==> src/rtl/hw_accel_rgb2gray_ctrl.sv <==
// Frame sequencer for the RGB-to-gray stage: latches geometry on start, admits one frame of
// PPC-wide RGB beats, converts through a 2-stage pipeline and tags frame/line markers.
module hw_accel_rgb2gray_ctrl #(
  parameter int unsigned DATA_WIDTH = 8,
  parameter int unsigned PPC        = 2,
  parameter int unsigned DIM_W      = 12
) (
  input  logic                      clk,
  input  logic                      rst,
  input  logic [DIM_W-1:0]          cfg_width,
  input  logic [DIM_W-1:0]          cfg_height,
  input  logic                      start,
  input  logic                      abort,
  output logic                      busy,
  output logic                      done,
  output logic [15:0]               frame_cnt,
  input  logic                      in_valid,
  output logic                      in_ready,
  input  logic [PPC*DATA_WIDTH-1:0] in_red,
  input  logic [PPC*DATA_WIDTH-1:0] in_green,
  input  logic [PPC*DATA_WIDTH-1:0] in_blue,
  output logic                      out_valid,
  input  logic                      out_ready,
  output logic [PPC*DATA_WIDTH-1:0] out_gray,
  output logic                      out_sof,
  output logic                      out_eol,
  output logic                      out_eof
);

  localparam int unsigned PixW  = PPC * DATA_WIDTH;
  localparam int unsigned ProdW = 2 * DATA_WIDTH;
  // Coefficients sum to 256, so the weighted sum always fits in DATA_WIDTH+8 bits.
  localparam int unsigned SumW  = DATA_WIDTH + 8;

  localparam logic [ProdW-1:0] CoefR = ProdW'(77);
  localparam logic [ProdW-1:0] CoefG = ProdW'(150);
  localparam logic [ProdW-1:0] CoefB = ProdW'(29);

  typedef enum logic [1:0] {StIdle, StRun, StDrain, StDone} state_e;

  state_e            r_state;
  logic [DIM_W-1:0]  r_width;
  logic [DIM_W-1:0]  r_height;
  logic [DIM_W-1:0]  r_x;
  logic [DIM_W-1:0]  r_y;
  logic              r_busy;
  logic              r_done;
  logic [15:0]       r_frame_cnt;

  // Stage 1: per-lane weighted products plus sideband flags.
  logic              r_s1_valid;
  logic [ProdW-1:0]  r_s1_r [PPC];
  logic [ProdW-1:0]  r_s1_g [PPC];
  logic [ProdW-1:0]  r_s1_b [PPC];
  logic              r_s1_sof;
  logic              r_s1_eol;
  logic              r_s1_eof;

  // Stage 2: output beat.
  logic              r_out_valid;
  logic [PixW-1:0]   r_out_gray;
  logic              r_out_sof;
  logic              r_out_eol;
  logic              r_out_eof;

  logic              w_stall;
  logic              w_in_ready;
  logic              w_in_fire;
  logic              w_abort;
  logic              w_last_col;
  logic              w_last_row;
  logic              w_first_px;
  logic              w_drained;
  logic [ProdW-1:0]  w_prod_r [PPC];
  logic [ProdW-1:0]  w_prod_g [PPC];
  logic [ProdW-1:0]  w_prod_b [PPC];
  logic [SumW-1:0]   w_sum    [PPC];
  logic [PixW-1:0]   w_gray;

  assign w_stall    = r_out_valid && !out_ready;
  assign w_in_ready = (r_state == StRun) && !w_stall;
  assign w_in_fire  = in_valid && w_in_ready;
  // Abort is meaningless in idle, so it only acts once a frame has been started.
  assign w_abort    = abort && (r_state != StIdle);
  assign w_last_col = (r_x == r_width - 1'b1);
  assign w_last_row = (r_y == r_height - 1'b1);
  assign w_first_px = (r_x == '0) && (r_y == '0);
  // Last beat leaves the output register this cycle (or it is already gone).
  assign w_drained  = !r_s1_valid && (!r_out_valid || out_ready);

  for (genvar gi = 0; gi < PPC; gi++) begin : g_lane
    assign w_prod_r[gi] = ProdW'(in_red[gi*DATA_WIDTH +: DATA_WIDTH]) * CoefR;
    assign w_prod_g[gi] = ProdW'(in_green[gi*DATA_WIDTH +: DATA_WIDTH]) * CoefG;
    assign w_prod_b[gi] = ProdW'(in_blue[gi*DATA_WIDTH +: DATA_WIDTH]) * CoefB;
    assign w_sum[gi]    = SumW'(r_s1_r[gi]) + SumW'(r_s1_g[gi]) + SumW'(r_s1_b[gi]);
    assign w_gray[gi*DATA_WIDTH +: DATA_WIDTH] = DATA_WIDTH'(w_sum[gi] >> 8);
  end

  // Frame FSM with geometry, position counters and registered status outputs.
  always_ff @(posedge clk) begin
    if (rst) begin
      r_state     <= StIdle;
      r_width     <= '0;
      r_height    <= '0;
      r_x         <= '0;
      r_y         <= '0;
      r_busy      <= 1'b0;
      r_done      <= 1'b0;
      r_frame_cnt <= '0;
    end else begin
      r_done <= 1'b0;
      if (w_abort) begin
        r_state <= StIdle;
        r_busy  <= 1'b0;
      end else begin
        case (r_state)
          StIdle: begin
            if (start) begin
              r_width  <= cfg_width;
              r_height <= cfg_height;
              r_x      <= '0;
              r_y      <= '0;
              r_busy   <= 1'b1;
              r_state  <= (cfg_width == '0 || cfg_height == '0) ? StDone : StRun;
            end
          end
          StRun: begin
            if (w_in_fire) begin
              if (w_last_col) begin
                r_x <= '0;
                r_y <= r_y + 1'b1;
                if (w_last_row) r_state <= StDrain;
              end else begin
                r_x <= r_x + 1'b1;
              end
            end
          end
          StDrain: begin
            if (w_drained) r_state <= StDone;
          end
          StDone: begin
            r_done      <= 1'b1;
            r_frame_cnt <= r_frame_cnt + 16'd1;
            r_busy      <= 1'b0;
            r_state     <= StIdle;
          end
          default: r_state <= StIdle;
        endcase
      end
    end
  end

  // Two-stage conversion pipeline; holds completely while the output is stalled.
  always_ff @(posedge clk) begin
    if (rst) begin
      r_s1_valid  <= 1'b0;
      r_s1_sof    <= 1'b0;
      r_s1_eol    <= 1'b0;
      r_s1_eof    <= 1'b0;
      for (int i = 0; i < PPC; i++) begin
        r_s1_r[i] <= '0;
        r_s1_g[i] <= '0;
        r_s1_b[i] <= '0;
      end
      r_out_valid <= 1'b0;
      r_out_gray  <= '0;
      r_out_sof   <= 1'b0;
      r_out_eol   <= 1'b0;
      r_out_eof   <= 1'b0;
    end else if (w_abort) begin
      r_s1_valid  <= 1'b0;
      r_out_valid <= 1'b0;
    end else if (!w_stall) begin
      r_s1_valid <= w_in_fire;
      if (w_in_fire) begin
        for (int i = 0; i < PPC; i++) begin
          r_s1_r[i] <= w_prod_r[i];
          r_s1_g[i] <= w_prod_g[i];
          r_s1_b[i] <= w_prod_b[i];
        end
        r_s1_sof <= w_first_px;
        r_s1_eol <= w_last_col;
        r_s1_eof <= w_last_col && w_last_row;
      end
      r_out_valid <= r_s1_valid;
      if (r_s1_valid) begin
        r_out_gray <= w_gray;
        r_out_sof  <= r_s1_sof;
        r_out_eol  <= r_s1_eol;
        r_out_eof  <= r_s1_eof;
      end
    end
  end

  assign busy      = r_busy;
  assign done      = r_done;
  assign frame_cnt = r_frame_cnt;
  assign in_ready  = w_in_ready;
  assign out_valid = r_out_valid;
  assign out_gray  = r_out_gray;
  assign out_sof   = r_out_sof;
  assign out_eol   = r_out_eol;
  assign out_eof   = r_out_eof;

endmodule
==> config.mk <==
export PLATFORM = sky130hd
export DESIGN_NAME = hw_accel_rgb2gray_ctrl
export DESIGN_NICKNAME = d
export VERILOG_FILES = /design/src/rtl/hw_accel_rgb2gray_ctrl.sv
export SDC_FILE = /design/constraint.sdc
export NUM_CORES = 1
export LEC_CHECK = 0
export ABC_CLOCK_PERIOD_IN_PS = 5100
export CAP_MARGIN = 20
export CORE_MARGIN = 10
export CORE_UTILIZATION = 54
export DETAILED_ROUTE_END_ITERATION = 12
export DONT_BUFFER_PORTS = 1
export HOLD_SLACK_MARGIN = 0.12
export PLACE_DENSITY = 0.75
export SLEW_MARGIN = 30
export SYNTH_ARGS = -nofsm -noshare
export SYNTH_HDL_FRONTEND = slang
export SYNTH_SLANG_ARGS = --single-unit
==> constraint.sdc <==
create_clock -name clk -period 5.1 [get_ports clk]
set_input_delay 1.02 -clock clk [delete_from_list [all_inputs] [get_ports clk]]
set_output_delay 1.02 -clock clk [all_outputs]
set_load 0.005 [all_outputs]
* Yosys cells after proc, flatten, opt, wreduce, memory -nomap -nowiden
Memories as Yosys holds them, arrays and structs flattened.
Cells that the tools add are included.
** Storage, ports and cells
- Memories kept :: 3
- Output and inout port bits :: 39
- Bits in registers :: 92
- Input bits :: 78
- RAM bits :: 86
- Word-level logic and storage cells :: 113
** Operators by class
- Add/sub/neg operators :: 9
- Reduce and logical (&&, ||, !) cells :: 30
- Multiply operators :: 6
- Muxes and demuxes :: 30
- Equality and inequality tests :: 10
- Bitwise logic cells :: 8
** Memories
- r_s1_g :: words 2, bits a word 15, rd ports 2, clocked after memory_dff 0, write ports 2, line 53 : logic [ProdW-1:0] r_s1_g [PPC];
- r_s1_r :: words 2, bits a word 15, rd ports 2, clocked after memory_dff 0, write ports 2, line 52 : logic [ProdW-1:0] r_s1_r [PPC];
- r_s1_b :: words 2, bits a word 13, rd ports 2, clocked after memory_dff 0, write ports 2, line 54 : logic [ProdW-1:0] r_s1_b [PPC];
** Operators by type and width (count)
- $add 16x16->16 :: 4
- $mul 8x7->15 const B :: 4
- $mux 12 :: 5
- $mux 15 :: 4
- $logic_not 12->1 :: 4
- $pmux 12 s2 :: 2
- $mul 8x5->13 const B :: 2
- $mux 13 :: 2
- $add 12x1->12 const B :: 2
- $eq 12x12->1 :: 2
- $sub 12x1->12 const B :: 2
- $add 16x1->16 const B :: 1
- $mux 2 :: 6
- $ne 2x2->1 const B :: 5
- $reduce_and 5->1 :: 2
- $mux 1 :: 9
- $reduce_and 3->1 :: 3
- $pmux 2 s4 :: 1
- $logic_and 1x1->1 :: 7
- $or 1x1->1 :: 6
- $reduce_bool 2->1 :: 3
- $eq 2x2->1 const B :: 2
- $logic_not 1->1 :: 4
- $reduce_and 2->1 :: 2
- 7 further kinds :: 9

* Logic depth before layout (Yosys ltp)
Gate-level depths: netlist of the first run.
- Depth after elaboration :: 11
- Gate-level depth with buffers :: 15
- Depth with buffers taken out :: 15

* Worst setup path before layout of the first run
Ideal clock, no wire load.
- Kind :: input to register
- Start point :: input in_green[12]
- End point :: memory r_s1_g[0][29] (netlist name) (data pin)
- Required time :: 4.841 ns
- Setup slack :: 0.832 ns
- Arrival time :: 4.008 ns
- Cell stages on the path :: 12
- Path buffers :: 0
- Library setup time :: 0.259 ns
- Path through :: ha_1 ha_1 inv_1 fa_1 fa_1 inv_1 ha_1 a2111oi_0 nor3_1 a31o_2 a211oi_1 nor2_1
** RTL lines
- start, declared :: line 20 : input logic [PPC*DATA_WIDTH-1:0] in_green,
- end, declared :: line 53

==> flow_summary.json, run 1 <==
{
  "fillers": 2206,
  "wl_per_cell_um": 16.83,
  "cp-end-kind": "flip-flop",
  "place.gp.congestion": 0.8801,
  "status": "finished clean",
  "cts.sinks": 178,
  "finalSetupTns_ns": 0,
  "vias": 10280,
  "power.clock.fraction": 0.226,
  "path_delay_family": "adder cells",
  "netlist_top_cells_area": "ha_1, edfxtp_1, dfxtp_1",
  "grt_pass1_wl_um": 51050,
  "max-clock-path-buffers": 2,
  "total_power_mw": 5.775,
  "cpMaxStageDelayCell": "fa_1",
  "synthCells": 1493,
  "p_sw_mw": 2.210,
  "hold_class": "flip-flop to flip-flop",
  "setup_violations": 0,
  "slew_viol_final": 0,
  "dpl.hpwl_um": 24380,
  "rsz0062_at_grt": "false",
  "internal_power_mw": 3.564,
  "fp.coreArea_um2": 26060,
  "swShare": 0.3827,
  "port_buffers": 0,
  "final_cells": 1821,
  "syn_to_final_growth_pct": 6.125,
  "clockRootBuffer": "clkbuf_16",
  "layout_commonest_cell": "ha_1",
  "overflow": 0,
  "crit_top_cell": "ha_1",
  "syn_area_per_cell_um2": 9.579,
  "wl_um": 30640,
  "cts.clk_slew.worst_paths_ns": 0.07,
  "fmax_ghz": 0.2470,
  "fp-row-count": 59,
  "hold_viol": 0,
  "p_leak_nw": 6.855,
  "path_cells": "ha_1 > ha_1 > inv_1 > fa_1 > inv_1 > fa_1 > ha_1 > o21a_1 > o41ai_1 > o21ai_0 > a211oi_1 > nor2_1",
  "ctsResizeCount": 0,
  "die_w_um": 182.7,
  "powerDensity_nw_per_um2": 380.5,
  "yosys.area.top_type_share": 0.2073,
  "worst_slack_ns": 1.052,
  "yosysTopAreaCell": "ha_1",
  "drt-vias-per-instance": 5.645,
  "syn_nets": 1884,
  "skew_ns": 0.01393,
  "antenna_found_initial": 0,
  "worst-setup-path-type": "primary input to flip-flop",
  "maxSlewHeadroom": 0.3773,
  "synth-edff-count": 86,
  "n_antenna_cell": 0,
  "synthArstFlopShare": 0,
  "maxCapViolCount": 0,
  "slowest_delay_ns": 0.53,
  "synth_cell_types": 58,
  "grt_pass1_vias": 10319,
  "ant_nets": 0,
  "final_nets": 1864,
  "required_ns": 5.27,
  "finalCritPeriodShare": 0.7938,
  "cts_setup_buffers": 0,
  "pre_cts_ws_ns": 0.6395,
  "yosys_warnings": 0,
  "ys_ff_latch": 178,
  "die_y_um": 182.7,
  "clock_latency_ns": 0.43,
  "final_core_util": 0.5824,
  "synth_area_um2": 14300,
  "initial_core_util": 0.5488,
  "htree_levels": 4,
  "drive_gt1_frac": 0.03432,
  "die_area_um2": 33390,
  "fin_crit_ns": 4.048,
  "pwr-share-comb": 0.448,
  "cts_buffers": 17,
  "synth_flop_cell": "dfxtp_1",
  "drt_first_iter_violations": 557,
  "vdd_drop_max_mv": 0.2230,
  "seqPwrFrac": 0.326,
  "ys_seq_area_frac": 0.3094,
  "cts_tree": "done",
  "cp_max_fo": 4,
  "io_pins": 117,
  "dr.pass1.iters": 5,
  "worst_slew_pin_slew_ns": 0.9340,
  "track_usage": 0.1838,
  "worstPathArrival_ns": 4.22,
  "cp.buffers_inverters": 2,
  "hold_buffers": 0,
  "grt_max_degree": 74,
  "final_cell_mix": "ha_1, inv_1, nor2_1, nand2_1, a21oi_1",
  "dp.cells": 1789,
  "drc": 0,
  "cp-start-kind": "primary input"
}
[power by group through the flow]
stage	combinational (mW)	sequential [mW]	clock, mW
global placement	2.46	1.91	0
global route	2.97	1.91	1.38
finish	2.59	1.88	1.31
CTS	2.60	1.89	1.32
detailed placement	2.57	1.92	0
floorplan	2.07	1.86	0
[synthesized netlist by cell type (all sizes together), types with 3 or more instances]
cell type / count
ha: 237
inv: 160
nor2: 123
nand2: 121
a21oi: 94
dfxtp: 92
edfxtp: 86
fa: 76
xnor2: 62
xor2: 49
o21ai: 42
clkbuf: 41
nor3: 39
nand3: 38
and3: 29
or3: 21
a21o: 17
nand4: 15
nor4: 15
nor2b: 13
nand2b: 12
and2: 8
a31oi: 7
nand3b: 7
o31ai: 7
or4: 7
a211oi: 6
mux2i: 6
o21a: 6
a2111oi: 5
o21bai: 5
or2: 5
a21boi: 4
a41oi: 4
o211ai: 4
and4: 3
buf: 3
[flip-flops by register name, summed over array words and instances, names as in the netlist, 2 cells and up]
register   cells
frame_cnt     16
r_s1_r        30
r_height      12
r_x           12
r_y           12
out_gray      16
r_s1_g        30
r_width       12
r_state        2
r_s1_b        26
[stage by stage]
step                hold slack [ns]  area (µm²)
floorplan                    0.4154       14300
global placement             0.4307       14600
detailed placement           0.4421       14600
CTS                          0.4505       15180
global route                 0.4798       15180
finish                       0.4533       15180
[worst paths after layout]
kind,from,to,slack (ns),depth (start not counted)
min reg2reg,r_s1_eof,r_s1_eof,0.45,2
max,in_green[4],r_s1_g[0][14],1.05,12
min,r_s1_eof,r_s1_eof,0.45,2
max reg2reg,r_width[4],r_y[11],1.24,8
[layout make-up]
class | instances | area, µm² | area share
tap | 335 | 419.2 | 0.02762
clock buffer | 18 | 439.2 | 0.02894
sequential | 178 | 4424 | 0.2915
timing repair buffer | 5 | 37.54 | 0.002473
inverter | 160 | 601.8 | 0.03965
clock inverter | 14 | 138.9 | 0.009151
multi-input combinational | 1111 | 9116 | 0.6007
[worst register-to-register path: cells and delay by family (launching register included)]
family	cells	cell delay (ns)
AOI/OAI and AO/OA	3	1.10
DFF	1	0.36
and+or+nand+nor	5	2.35
[per-layer routing]
layer  vias up  wire [µm]  GRT usage
met3        19       1994    0.05059
li1       5130          -          -
met4         0        223    0.03189
met5         -          0          0
met2       193      14830     0.3113
met1      4938      13590     0.2323
[cell families after synthesis]
| logic type | Yosys count | synth area share |
|---|---|---|
| buffers and inverters | 204 | 0.05354 |
| XOR/XNOR | 112 | 0.06964 |
| AO/OA/AOI/OAI | 218 | 0.09344 |
| adder cells (fa/ha/maj) | 313 | 0.3137 |
| AND/OR/NAND/NOR | 462 | 0.1561 |
| flip-flops | 178 | 0.3094 |
| multiplexers | 6 | 0.004200 |
No activity file was read; power rests on OpenSTA's default activity.
==> inputs of run 2 (changes only) <==
--- a/config.mk
+++ b/config.mk
@@ -5,7 +5,7 @@
 export SDC_FILE = /design/constraint.sdc
 export NUM_CORES = 1
 export LEC_CHECK = 0
-export ABC_CLOCK_PERIOD_IN_PS = 5100
+export ABC_CLOCK_PERIOD_IN_PS = 4250
 export CAP_MARGIN = 20
 export CORE_MARGIN = 10
 export CORE_UTILIZATION = 54
==> constraint.sdc (replaced) <==
create_clock -name clk -period 4.25 [get_ports clk]
set_input_delay 0.85 -clock clk [delete_from_list [all_inputs] [get_ports clk]]
set_output_delay 0.85 -clock clk [all_outputs]
set_load 0.005 [all_outputs]
==> run 2 against run 1 <==
  * Clock power up 18%
  * Core utilization up 0.22 points
  * Setup slack worse by 0.62 ns
  * Largest power group unchanged
  * Power up 20%
  * Clock skew up 0.0020 ns
  * Hold slack better by 0.00051 ns
  * Register-to-register slack worse by 0.52 ns
  * Sequential power up 20%
  * Clock-buffer cell count down 1
==> flow_summary.json, run 2 (synthesized netlist as in run 1, its figures left out) <==
{
  "status": "finished clean",
  "cts.clk_slew.worst_paths_ns": 0.07,
  "dr.pass1.iters": 5,
  "syn_to_final_growth_pct": 6.527,
  "regToRegSetupSlack_ns": 0.72,
  "p_leak_nw": 6.877,
  "fmax_ghz": 0.2618,
  "grt_max_degree": 74,
  "finalInstanceArea_um2": 15230,
  "worst-setup-path-type": "primary input to flip-flop",
  "maxSlewHeadroom": 0.3920,
  "path_cells": "ha_1 > ha_1 > ha_1 > inv_1 > fa_1 > inv_1 > ha_1 > inv_1 > o21ai_0 > a2111oi_0 > nor3_1 > a31o_2 > a211oi_1 > nor2_1",
  "hold_buffers": 0,
  "skew_ns": 0.01592,
  "path_delay_family": "adder cells",
  "final_cells": 1828,
  "required_ns": 4.43,
  "grt_pass1_vias": 10460,
  "vias": 10315,
  "powerDensity_nw_per_um2": 454.8,
  "vdd_drop_max_mv": 0.2830,
  "worst_slew_pin_slew_ns": 0.9088,
  "cts.sinks": 178,
  "initial_core_util": 0.5488,
  "cp-start-kind": "primary input",
  "cts_tree": "done",
  "wl_per_cell_um": 16.65,
  "clock_latency_ns": 0.44,
  "drive_gt1_frac": 0.03818,
  "hold_viol": 0,
  "final_nets": 1871,
  "cp.buffers_inverters": 3,
  "finalCritPeriodShare": 0.8987,
  "wl_um": 30440,
  "grt_pass1_wl_um": 51000,
  "cp_max_fo": 4,
  "clockRootBuffer": "clkbuf_16",
  "fp-row-count": 59,
  "placed_cell_area_um2": 14660,
  "antenna_found_initial": 0,
  "place.gp.congestion": 0.8814,
  "crit_top_cell": "ha_1",
  "finalSetupTns_ns": 0,
  "drt_first_iter_violations": 547,
  "drc": 0,
  "die_y_um": 182.7,
  "hold_class": "flip-flop to flip-flop",
  "drt-vias-per-instance": 5.643,
  "reg.largest.list": "r_s1_g (30), r_s1_r (30), r_s1_b (26)",
  "dp.cells": 1796,
  "cpMaxStageDelayCell": "fa_1",
  "worstPathArrival_ns": 4.00,
  "fin_crit_ns": 3.820,
  "track_usage": 0.1840,
  "slowest_delay_ns": 0.51,
  "ctsResizeCount": 0,
  "die_area_um2": 33390,
  "htree_levels": 4,
  "fp.coreArea_um2": 26060,
  "ant_nets": 0,
  "layout_commonest_cell": "ha_1",
  "cp-end-kind": "flip-flop",
  "n_antenna_cell": 0,
  "die_w_um": 182.7,
  "cts_buffers": 17,
  "final_cell_mix": "ha_1, inv_1, nor2_1, nand2_1, a21oi_1",
  "dpl.hpwl_um": 24300,
  "rsz0062_at_grt": "false",
  "cts_setup_buffers": 0,
  "maxCapViolCount": 0,
  "setup_violations": 0,
  "io_pins": 117,
  "max-clock-path-buffers": 2,
  "slew_viol_final": 0,
  "overflow": 0,
  "port_buffers": 0
}
[run 2: cell count changes in the layout (fill, tap and decap cells not counted), sizes merged]
| cell | change |
|---|---|
| bufinv | -1 |
| clkbuf | -1 |
| clkinvlp | +1 |
| buf | +7 |
| inv | +1 |
[run 2: tightest hold or removal path, stage by stage, from the launching register on]
cell,delay [ns]
dfxtp_1,0.31
nand2_1,0.05
nand2_1,0.05
[run 2: final cells by class]
cell class	instances	area, µm²
Timing Repair Buffer	12	102.6
Inverter	160	601.8
Tap cell	335	419.2
Sequential cell	178	4424
Fill cell	2224	10820
Clock buffer	17	425.4
Multi-Input combinational cell	1111	9116
Clock inverter	15	145.1
[run 2: power breakdown]
| part | internal, mW | switching [mW] | total, mW |
|---|---|---|---|
| combinational | 1.38 | 1.75 | 3.12 |
| sequential | 2.07 | 0.192 | 2.26 |
| clock | 0.825 | 0.722 | 1.55 |
[run 2: metrics by stage]
| step | hold WS (ns) | setup WS (ns) | util | total power, mW |
|---|---|---|---|---|
| finish | 0.4538 | 0.4304 | 0.5846 | 6.929 |
| global route | 0.4584 | 0.1807 | 0.5846 | 7.515 |
| CTS | 0.4561 | 0.4579 | 0.5846 | 6.981 |
| detailed placement | 0.4384 | 0.007575 | 0.5627 | 5.406 |
| global placement | 0.4307 | 0.08495 | 0.5627 | 5.284 |
| floorplan | 0.4154 | 0.1525 | - | 4.707 |
[run 2: path summary, 6_finish.rpt]
kind                                      end         start  cells past startpoint
worst max-delay path            r_s1_g[0][29]  in_green[11]                     14
worst min-delay path                 r_s1_eof      r_s1_eof                      2
worst max register to register     r_state[0]    r_width[0]                      8
worst min register to register       r_s1_eof      r_s1_eof                      2
[run 2: metal layers]
metal | track usage | vias up | wire (µm)
met3 | 0.05374 | 36 | 1989
met1 | 0.2280 | 4961 | 13340
li1 | - | 5141 | -
met5 | 0 | - | 0
met2 | 0.3071 | 177 | 14630
met4 | 0.04914 | 0 | 479
